===== config.mk =====
export PLATFORM = sky130hd
export DESIGN_NAME = line_option_gen
export DESIGN_NICKNAME = d
export VERILOG_FILES = /design/src/rtl/nonogram_pkg.sv /design/src/rtl/optgen_render.sv /design/src/rtl/line_option_gen.sv
export SDC_FILE = /design/constraint.sdc
export NUM_CORES = 1
export LEC_CHECK = 0
export ABC_AREA = 1
export BUFFER_PORTS_ARGS = -buffer_cell sky130_fd_sc_hd__buf_2
export CORE_MARGIN = 2
export CORE_UTILIZATION = 56
export DETAILED_ROUTE_END_ITERATION = 8
export HOLD_SLACK_MARGIN = 0.05
export PLACE_DENSITY_LB_ADDON = 0.3
export SETUP_SLACK_MARGIN = 0.05
export SLEW_MARGIN = 5
export SYNTH_ARGS = -nofsm -noshare
export SYNTH_HDL_FRONTEND = slang
export SYNTH_SLANG_ARGS = --single-unit

===== constraint.sdc =====
create_clock -name clk -period 7.55 [get_ports clk]
set_input_delay 1.1325 -clock clk [delete_from_list [all_inputs] [get_ports clk]]
set_output_delay 1.1325 -clock clk [all_outputs]
set_load 0.01 [all_outputs]

===== src/rtl/nonogram_pkg.sv =====
// Shared sizing, types and FSM encoding for the nonogram board-setup logic.
// Latency: n/a (declarations only).
// Backpressure: n/a.
package nonogram_pkg;

   localparam int MAX_ROWS  = 11;
   localparam int MAX_COLS  = 11;
   localparam int MAX_LEN   = 11;             // max(MAX_ROWS, MAX_COLS)
   localparam int MAX_CLUES = 6;              // (MAX_LEN+1)/2
   localparam int MAX_OPTS  = 84;             // solver options-table depth
   localparam int OPT_W     = 16;
   localparam int IDX_W     = 5;              // $clog2(MAX_ROWS+MAX_COLS)
   localparam int CNT_W     = 7;

   // Count value held while the beat that reaches MAX_OPTS is on the bus.
   localparam logic [CNT_W-1:0] OPTS_LAST = CNT_W'(MAX_OPTS - 1);
   localparam logic [CNT_W-1:0] OPTS_MAX  = CNT_W'(MAX_OPTS);

   typedef logic [OPT_W-1:0] option_t;
   typedef logic [3:0]       clue_t;
   typedef logic [3:0]       pos_t;

   typedef enum logic [1:0] {
      ST_IDLE = 2'd0,
      ST_LOAD = 2'd1,
      ST_EMIT = 2'd2,
      ST_FIN  = 2'd3
   } og_state_e;

endpackage


===== src/rtl/optgen_render.sv =====
// Renders block start positions + clue lengths into a cell mask (bit i = cell i filled).
// Latency: purely combinational.
// Backpressure: none; output follows inputs.
// Ports: pos_i / clue_i per block, num_clues_i active block count, mask_o rendered option
//        (bits >= MAX_LEN always 0).
module optgen_render
   import nonogram_pkg::*;
(
   input  pos_t  [MAX_CLUES-1:0] pos_i,
   input  clue_t [MAX_CLUES-1:0] clue_i,
   input  logic  [2:0]           num_clues_i,
   output option_t               mask_o
);

   always_comb begin
      mask_o = '0;
      for (int k = 0; k < MAX_CLUES; k++) begin
         for (int i = 0; i < MAX_LEN; i++) begin
            if ((3'(k) < num_clues_i) &&
                (5'(i) >= {1'b0, pos_i[k]}) &&
                (5'(i) <  ({1'b0, pos_i[k]} + {1'b0, clue_i[k]}))) begin
               mask_o[i] = 1'b1;
            end
         end
      end
   end

endmodule


===== src/rtl/line_option_gen.sv =====
// Enumerates every legal fill pattern of one nonogram line and streams them as option beats.
// Latency: start -> first beat 2 cycles; then one option per cycle while opt_ready is high.
// Backpressure: opt_data/opt_line/opt_last hold until opt_valid && opt_ready.
// Ports: clk/rst (sync, active-high); start + line_idx/line_len/num_clues/clues/known/assigned
//        request; opt_valid/opt_ready/opt_data/opt_line/opt_last option stream; busy, done,
//        opt_count, infeasible, overflow status.
// Build option: OPTGEN_PRUNE_EN skips candidates that contradict known/assigned cells.
module line_option_gen
   import nonogram_pkg::*;
(
   input  logic                    clk,
   input  logic                    rst,
   input  logic                    start,
   input  logic [IDX_W-1:0]        line_idx,
   input  logic [3:0]              line_len,
   input  logic [2:0]              num_clues,
   input  clue_t [MAX_CLUES-1:0]   clues,
   input  logic [MAX_LEN-1:0]      known,
   input  logic [MAX_LEN-1:0]      assigned,
   output logic                    busy,
   output logic                    opt_valid,
   input  logic                    opt_ready,
   output option_t                 opt_data,
   output logic [IDX_W-1:0]        opt_line,
   output logic                    opt_last,
   output logic                    done,
   output logic [CNT_W-1:0]        opt_count,
   output logic                    infeasible,
   output logic                    overflow
);

   og_state_e                state_q, state_d;
   logic [3:0]               len_q, len_d;
   logic [2:0]               n_q, n_d;
   clue_t [MAX_CLUES-1:0]    clue_q, clue_d;
   pos_t  [MAX_CLUES-1:0]    pos_q, pos_d;
   logic [IDX_W-1:0]         line_q, line_d;
   logic [CNT_W-1:0]         count_q, count_d;
   logic                     inf_q, inf_d;
   logic                     ovf_q, ovf_d;

   logic [MAX_CLUES-1:0]     act;
   logic [7:0]               lp [MAX_CLUES];
   logic [7:0]               need;
   logic                     fits;
   pos_t  [MAX_CLUES-1:0]    load_pos;
   logic [4:0]               pos_ext [MAX_CLUES+1];
   logic [MAX_CLUES-1:0]     mov;
   logic [2:0]               sel;
   logic                     found;
   pos_t  [MAX_CLUES-1:0]    adv_pos;
   option_t                  cand_mask;
   logic                     last_cand;
   logic                     pruned;
   logic                     xfer;

`ifdef OPTGEN_PRUNE_EN
   logic [MAX_LEN-1:0]       known_q, known_d;
   logic [MAX_LEN-1:0]       asg_q, asg_d;

   assign pruned = (state_q == ST_EMIT) &&
                   (|((cand_mask[MAX_LEN-1:0] ^ asg_q) & known_q));
`else
   logic                     prune_unused;

   assign prune_unused = ^{known, assigned};
   assign pruned       = 1'b0;
`endif

   // Block k takes part only when k < num_clues.
   always_comb begin
      for (int k = 0; k < MAX_CLUES; k++) begin
         act[k] = (3'(k) < n_q);
      end
   end

   // Left-packed placement and fit test, in 8 bits so oversized clue lists cannot wrap.
   always_comb begin
      lp[0] = '0;
      for (int k = 1; k < MAX_CLUES; k++) begin
         lp[k] = lp[k-1] + {4'b0, clue_q[k-1]} + 8'd1;
      end
      need = '0;
      for (int k = 0; k < MAX_CLUES; k++) begin
         if (act[k]) need = lp[k] + {4'b0, clue_q[k]};
      end
      fits = (need <= {4'b0, len_q});
      for (int k = 0; k < MAX_CLUES; k++) begin
         load_pos[k] = act[k] ? lp[k][3:0] : '0;
      end
   end

   // Movable blocks: one more cell to the right must still leave a gap before the next
   // block (or stay inside the line for the last block). The highest movable one advances.
   always_comb begin
      for (int k = 0; k < MAX_CLUES; k++) begin
         pos_ext[k] = {1'b0, pos_q[k]};
      end
      pos_ext[MAX_CLUES] = '0;
      mov   = '0;
      sel   = '0;
      found = 1'b0;
      for (int k = 0; k < MAX_CLUES; k++) begin
         if (act[k]) begin
            if ((3'(k) + 3'd1) == n_q) begin
               mov[k] = (({1'b0, pos_q[k]} + {1'b0, clue_q[k]}) < {1'b0, len_q});
            end else begin
               mov[k] = (({1'b0, pos_q[k]} + {1'b0, clue_q[k]} + 5'd1) < pos_ext[k+1]);
            end
         end
         if (mov[k]) begin
            sel   = 3'(k);
            found = 1'b1;
         end
      end
      last_cand = !found;

      adv_pos = pos_q;
      for (int j = 0; j < MAX_CLUES; j++) begin
         if (found && (3'(j) == sel)) adv_pos[j] = pos_q[j] + 4'd1;
      end
      // Blocks right of the moved one re-pack tightly behind it.
      for (int j = 1; j < MAX_CLUES; j++) begin
         if (found && (3'(j) > sel)) adv_pos[j] = adv_pos[j-1] + clue_q[j-1] + 4'd1;
      end
   end

   optgen_render u_render (
      .pos_i       (pos_q),
      .clue_i      (clue_q),
      .num_clues_i (n_q),
      .mask_o      (cand_mask)
   );

   assign xfer = opt_valid && opt_ready;

   // State register.
   always_ff @(posedge clk) begin
      if (rst) state_q <= ST_IDLE;
      else     state_q <= state_d;
   end

   // Next-state and datapath update.
   always_comb begin
      state_d = state_q;
      len_d   = len_q;
      n_d     = n_q;
      clue_d  = clue_q;
      pos_d   = pos_q;
      line_d  = line_q;
      count_d = count_q;
      inf_d   = inf_q;
      ovf_d   = ovf_q;
`ifdef OPTGEN_PRUNE_EN
      known_d = known_q;
      asg_d   = asg_q;
`endif
      case (state_q)
         ST_IDLE: begin
            if (start) begin
               state_d = ST_LOAD;
               len_d   = line_len;
               n_d     = num_clues;
               clue_d  = clues;
               line_d  = line_idx;
               count_d = '0;
               inf_d   = 1'b0;
               ovf_d   = 1'b0;
`ifdef OPTGEN_PRUNE_EN
               known_d = known;
               asg_d   = assigned;
`endif
            end
         end
         ST_LOAD: begin
            if (!fits) begin
               inf_d   = 1'b1;
               state_d = ST_FIN;
            end else begin
               pos_d   = load_pos;
               state_d = ST_EMIT;
            end
         end
         ST_EMIT: begin
            if (xfer) begin
               if (count_q != OPTS_MAX) count_d = count_q + 7'd1;
               if (count_q == OPTS_LAST) begin
                  ovf_d   = 1'b1;
                  state_d = ST_FIN;
               end else if (last_cand) begin
                  state_d = ST_FIN;
               end else begin
                  pos_d = adv_pos;
               end
            end else if (pruned) begin
               if (last_cand) begin
                  state_d = ST_FIN;
                  if (count_q == '0) inf_d = 1'b1;
               end else begin
                  pos_d = adv_pos;
               end
            end
         end
         default: state_d = ST_IDLE;
      endcase
   end

   always_ff @(posedge clk) begin
      if (rst) begin
         len_q   <= '0;
         n_q     <= '0;
         clue_q  <= '0;
         pos_q   <= '0;
         line_q  <= '0;
         count_q <= '0;
         inf_q   <= 1'b0;
         ovf_q   <= 1'b0;
`ifdef OPTGEN_PRUNE_EN
         known_q <= '0;
         asg_q   <= '0;
`endif
      end else begin
         len_q   <= len_d;
         n_q     <= n_d;
         clue_q  <= clue_d;
         pos_q   <= pos_d;
         line_q  <= line_d;
         count_q <= count_d;
         inf_q   <= inf_d;
         ovf_q   <= ovf_d;
`ifdef OPTGEN_PRUNE_EN
         known_q <= known_d;
         asg_q   <= asg_d;
`endif
      end
   end

   // Outputs.
   always_comb begin
      busy       = (state_q == ST_LOAD) || (state_q == ST_EMIT);
      opt_valid  = (state_q == ST_EMIT) && !pruned;
      opt_data   = opt_valid ? cand_mask : '0;
      opt_line   = line_q;
      opt_last   = opt_valid && (last_cand || (count_q == OPTS_LAST));
      done       = (state_q == ST_FIN);
      opt_count  = count_q;
      infeasible = inf_q;
      overflow   = ovf_q;
   end

endmodule


==> impl_metrics.tcl, run 1 <==
set metrics [dict create \
    finalNetCount 1932 \
    synth.yosys.seq_area_share_pct 14.6 \
    cp_top_family "adder cells" \
    final_max_slew_viol_count 0 \
    setup_viol 0 \
    cts-root-buf "clkbuf_16" \
    synth-edff-count 0 \
    min_from "opt_line[0]" \
    yosysTopAreaCellShare_pct 16.9 \
    max_slew.worst_pin.slew_ns 0.925 \
    clkTransAtPathRegs_ns 0.07 \
    clockBufferDepth 2 \
    cts_buffers 9 \
    period_share_pct 99.5 \
    skew_ns 0.0141 \
    yosys_warnings 0 \
    wl_um 34500 \
    synth_area_um2 9760 \
    drcViolationCount 0 \
    antenna_found_initial 0 \
    critical_path_buf_inv_count 12 \
    synth_top_area_cell "ha_1" \
    grt_pass1_wl_um 49600 \
    grt-ovfl-total 0 \
    status "completed" \
    synthTopCellsByCount "nand2_1 (279), inv_1 (251), nor2_1 (213)" \
    track_usage_pct 34.0 \
    min_period_ns 7.51 \
    dieArea_um2 18500 \
    antenna_left 0 \
    r2r-start "clue_q[0]" \
    io_buffers 68 \
    slew_headroom_pct 37.8 \
    hold_path.class "register to register" \
    rsz0062_at_grt "yes" \
    die_w_um 136 \
    cp.required_ns 7.78 \
    crit_arrival_ns 7.74 \
    critPathCaptureType "register" \
    crit_fanout 6 \
    synth_cells 1556 \
    drive_gt1_share_pct 22.4 \
    fin_util_pct 70.9 \
    synthTopCellsByArea "ha_1 (17%), dfxtp_1 (15%), nand2_1 (11%)" \
    grt_pass1_vias 10000 \
    wl_per_cell_um 17.7 \
    setup.worst_path.start "clue_q[0]" \
    syn2layout_area_growth_pct 24.8 \
    yosys_register_bits 71 \
    hold_viol 0 \
    cp_slowest_cell "fa_2" \
    synth_area_per_cell_um2 6.27 \
    yosysMostFrequentCell "nand2_1" \
    placementRows 48 \
    viasPerCell 5.90 \
    dp_hpwl_um 25100 \
    firstDrtPassIters 8 \
    vias 11500 \
    die_h_um 136 \
    crit_type "register to register" \
    cp_common_cell "inv_1" \
    cts.htree.levels 3 \
    cts.sinks 71 \
    fmaxAchievable_mhz 133 \
    max_stage_delay_ns 0.56 \
    grt_max_degree 62 \
    drtIter0Drc 1181 \
    synthArstFlopShare_pct 0 \
    start_kind "register" \
    ios 96 \
    holdBufCountCts 0 \
    synth_cell_types 63 \
    insertion_delay_ns 0.35 \
    core_area_um2 17200 \
    antenna_cells 0 \
    cts_tree "done" \
    initial_core_util_pct 56.8 \
    synth_ff_type "dfxtp_1" \
    maxCapViolations 0 \
    gp_congestion 0.997 \
]
==> layout make-up <==
type	instances	area (µm²)
clock buffers	9	225
repair buffers	182	1270
inverters	262	998
multi-input cells	1196	7900
fillers	1403	5000
clock inverters	7	61.3
well taps	225	282
flip-flops and latches	71	1440
==> tightest hold or removal path: cells and delay by family, from the launching register on <==
| kind | cells | cell delay, ns |
|---|---|---|
| flops | 1 | 0.32 |
| simple gates | 2 | 0.12 |
==> metrics by stage <==
step / area [µm²] / setup WS [ns] / hold slack [ns] / TNS, ns / std cells
2_1_floorplan: 9770 / 0.193 / 0.470 / 0 / 1560
3_3_place_gp: 10900 / -0.0220 / 0.460 / -0.0220 / 1909
3_5_place_dp: 10900 / -0.102 / 0.470 / -0.224 / 1909
4_1_cts: 11300 / 0.0502 / 0.484 / 0 / 1925
5_1_grt: 12200 / -0.238 / 0.505 / -2.72 / 1952
6_report: 12200 / 0.0384 / 0.481 / 0 / 1952
==> sequential cells by signal (all words and copies together), names as in the netlist <==
signal / flops
opt_line: 5
n_q: 3
pos_ext: 24
len_q: 4
clue_q: 24
opt_count: 7
overflow: 1
infeasible: 1
state_q: 2
==> path summary, 6_finish.rpt <==
check	to	slack [ns]	cells after the start
setup reg to reg	pos_ext[18]	0.04	37
hold reg to reg	opt_line[0]	0.48	2
hold / removal	opt_line[0]	0.48	2
setup / recovery	pos_ext[18]	0.04	37
==> cells in the final DEF, fill, tap and decap left out, drive strengths merged, types with 3 or more instances in the layout <==
master and instances:
clkinv 4, nand2 297, o21bai 5, or2 11, a21oi 95, dfxtp 71, clkbuf 11, nor2 217
xor2 32, ha 132, o2111ai 5, nand3 93, xnor2 14, nor3 28, inv 263, nand4 20
a211oi 7, buf 180, fa 16, a31oi 9, o311ai 3, a311oi 4, nor3b 4, nor4 4
o22ai 11, o221ai 8, o21ai 132, conb 5, o211ai 11, a221oi 4, nand3b 11
==> repair_timing <==
action / in CTS / in global routing
pin swaps: 4 / 70
cloned: 0 / 3
endpoints found under the setup margin: 24 / 26
buffers inserted: 0 / 24
resized for setup: 16 / 153
==> layer usage <==
layer  GRT usage (%)  up-vias  wire length, µm
li1                -     5467                -
met1            46.7     5181            14100
met2            53.5      695            15000
met3            3.84      166             3420
met4            15.7        0             2020
met5               0        -                0
==> kinds of logic (layout without fill, tap and decap cells) <==
kind of cell	count (synthesis)	count (layout)	synth area share, %
fa+ha+maj	148	148	20.2
buf+inv	293	460	11.7
compound gates	309	309	18.3
other cells	1	5	0.0384
simple gates	687	687	30.8
xor+xnor	46	46	4.28
flops	71	71	14.6
mux	1	1	0.103
Power of run 1 is not shown: default switching activity piles up to over one toggle a cycle in this logic, so the estimate is an artifact.
==> run 2: changes to the inputs <==
Settings changed: SETUP_SLACK_MARGIN 0.05 to 0.1.
==> impl_metrics.tcl, run 2 (same netlist as run 1, synthesis figures left out) <==
set metrics [dict create \
    status "complete, but fails checks" \
    violations "negative setup slack" \
    start_kind "register" \
    highest_layer "met4" \
    die_w_um 136 \
    initial_core_util_pct 56.8 \
    viasPerCell 5.92 \
    drive_gt1_share_pct 22.4 \
    route.met3.wl_um 3600 \
    pre_cts_ws_ns -0.102 \
    core_area_um2 17200 \
    max_slew.worst_pin.slew_ns 0.811 \
    cts_tree "done" \
    cts_buffers 9 \
    skew_ns 0.0148 \
    wl_per_cell_um 17.7 \
    cp_slowest_cell "fa_2" \
    finalNetCount 1932 \
    clkTransAtPathRegs_ns 0.07 \
    rsz0062_at_grt "yes" \
    crit_arrival_ns 7.80 \
    cp.required_ns 7.78 \
    cp_top_family "adder cells" \
    grt_max_degree 62 \
    hold_path.class "register to register" \
    dp_hpwl_um 25100 \
    hold_viol 0 \
    crit_fanout 6 \
    fmaxAchievable_mhz 132 \
    die_h_um 136 \
    wl_met1_um 14000 \
    antenna_found_initial 0 \
    cp_common_cell "inv_1" \
    drcViolationCount 0 \
    cts.htree.levels 3 \
    wl_met2_um 15000 \
    firstDrtPassIters 8 \
    ios 96 \
    grt_pass1_vias 10000 \
    antenna_cells 0 \
    critical_path_buf_inv_count 12 \
    io_buffers 68 \
    setup_viol 3 \
    dieArea_um2 18500 \
    crit_type "register to register" \
    grt-ovfl-total 0 \
    min_period_ns 7.57 \
    grt_pass1_wl_um 49600 \
    final_cell_mix "nand2_1 (262), inv_1 (238), nor2_1 (203), ha_1 (106), buf_4 (106)" \
    max_stage_delay_ns 0.58 \
    placementRows 48 \
    period_share_pct 100 \
    syn2layout_area_growth_pct 24.8 \
    final_common_cell "nand2_1" \
    drtIter0Drc 1303 \
    multi_input_area_um2 7910 \
    vias 11600 \
    worst_slack_ns -0.0217 \
    antenna_left 0 \
    cts-root-buf "clkbuf_16" \
    slew_headroom_pct 44.6 \
    final.fill_count 1398 \
    track_usage_pct 34.1 \
    final_max_slew_viol_count 0 \
    clockBufferDepth 2 \
    gp_congestion 0.997 \
    seqCellArea_um2 1440 \
    critPathCaptureType "register" \
    cts.sinks 71 \
    wl_um 34600 \
    insertion_delay_ns 0.35 \
    maxCapViolations 0 \
]
==> run 2: cell counts in the layout (fill, tap and decap cells not counted) <==
No cell type changed its count.
==> run 2: layer usage <==
| metal | vias to the layer above | track usage (%) |
|---|---|---|
| li1 | 5473 | - |
| met1 | 5200 | 46.7 |
| met2 | 717 | 53.6 |
| met3 | 168 | 3.84 |
| met4 | 0 | 15.7 |
| met5 | - | 0 |
==> run 2: worst paths after layout <==
| path | slack, ns | end | from | depth (start not counted) |
|---|---|---|---|---|
| worst max-delay path | -0.02 | pos_ext[15] | clue_q[0] | 37 |
| worst min-delay path | 0.48 | opt_line[0] | opt_line[0] | 2 |
| worst max register to register | -0.02 | pos_ext[15] | clue_q[0] | 37 |
| worst min register to register | 0.48 | opt_line[0] | opt_line[0] | 2 |
==> run 2: what timing repair did <==
action                     in CTS  in global routing
gates resized for setup        20                149
hold buffers                    0                  0
setup endpoints to repair      24                 26
hold endpoints to repair        0                  0
pin swaps                       6                 69
setup buffers                   1                 23
cloned                          0                  3
==> run 2: metrics by stage <==
step	hold slack [ns]	setup TNS (ns)	util [%]	cells	cell area (µm²)
after global routing	0.505	-3.14	70.9	1952	12200
after floorplan	0.470	0	-	1560	9770
after detailed placement	0.470	-0.224	63.5	1909	10900
final	0.480	-0.0412	70.9	1952	12200
after global placement	0.460	-0.0220	63.5	1909	10900
after CTS	0.484	0	65.8	1926	11300
==> run 2: final cells by class <==
cell class / count / share of cell area [%]
Multi-Input combinational cell: 1196 / 64.9
Sequential cell: 71 / 11.8
Timing Repair Buffer: 182 / 10.4
Inverter: 262 / 8.18
Tap cell: 225 / 2.31
Clock buffer: 9 / 1.85
Clock inverter: 7 / 0.503
==> run 2: tightest hold or removal path, stage by stage (launching register included) <==
cell	delay, ns
dfxtp_1	0.32
nor2_1	0.04
nor2_1	0.08
Power of run 2 is left out for the same reason.
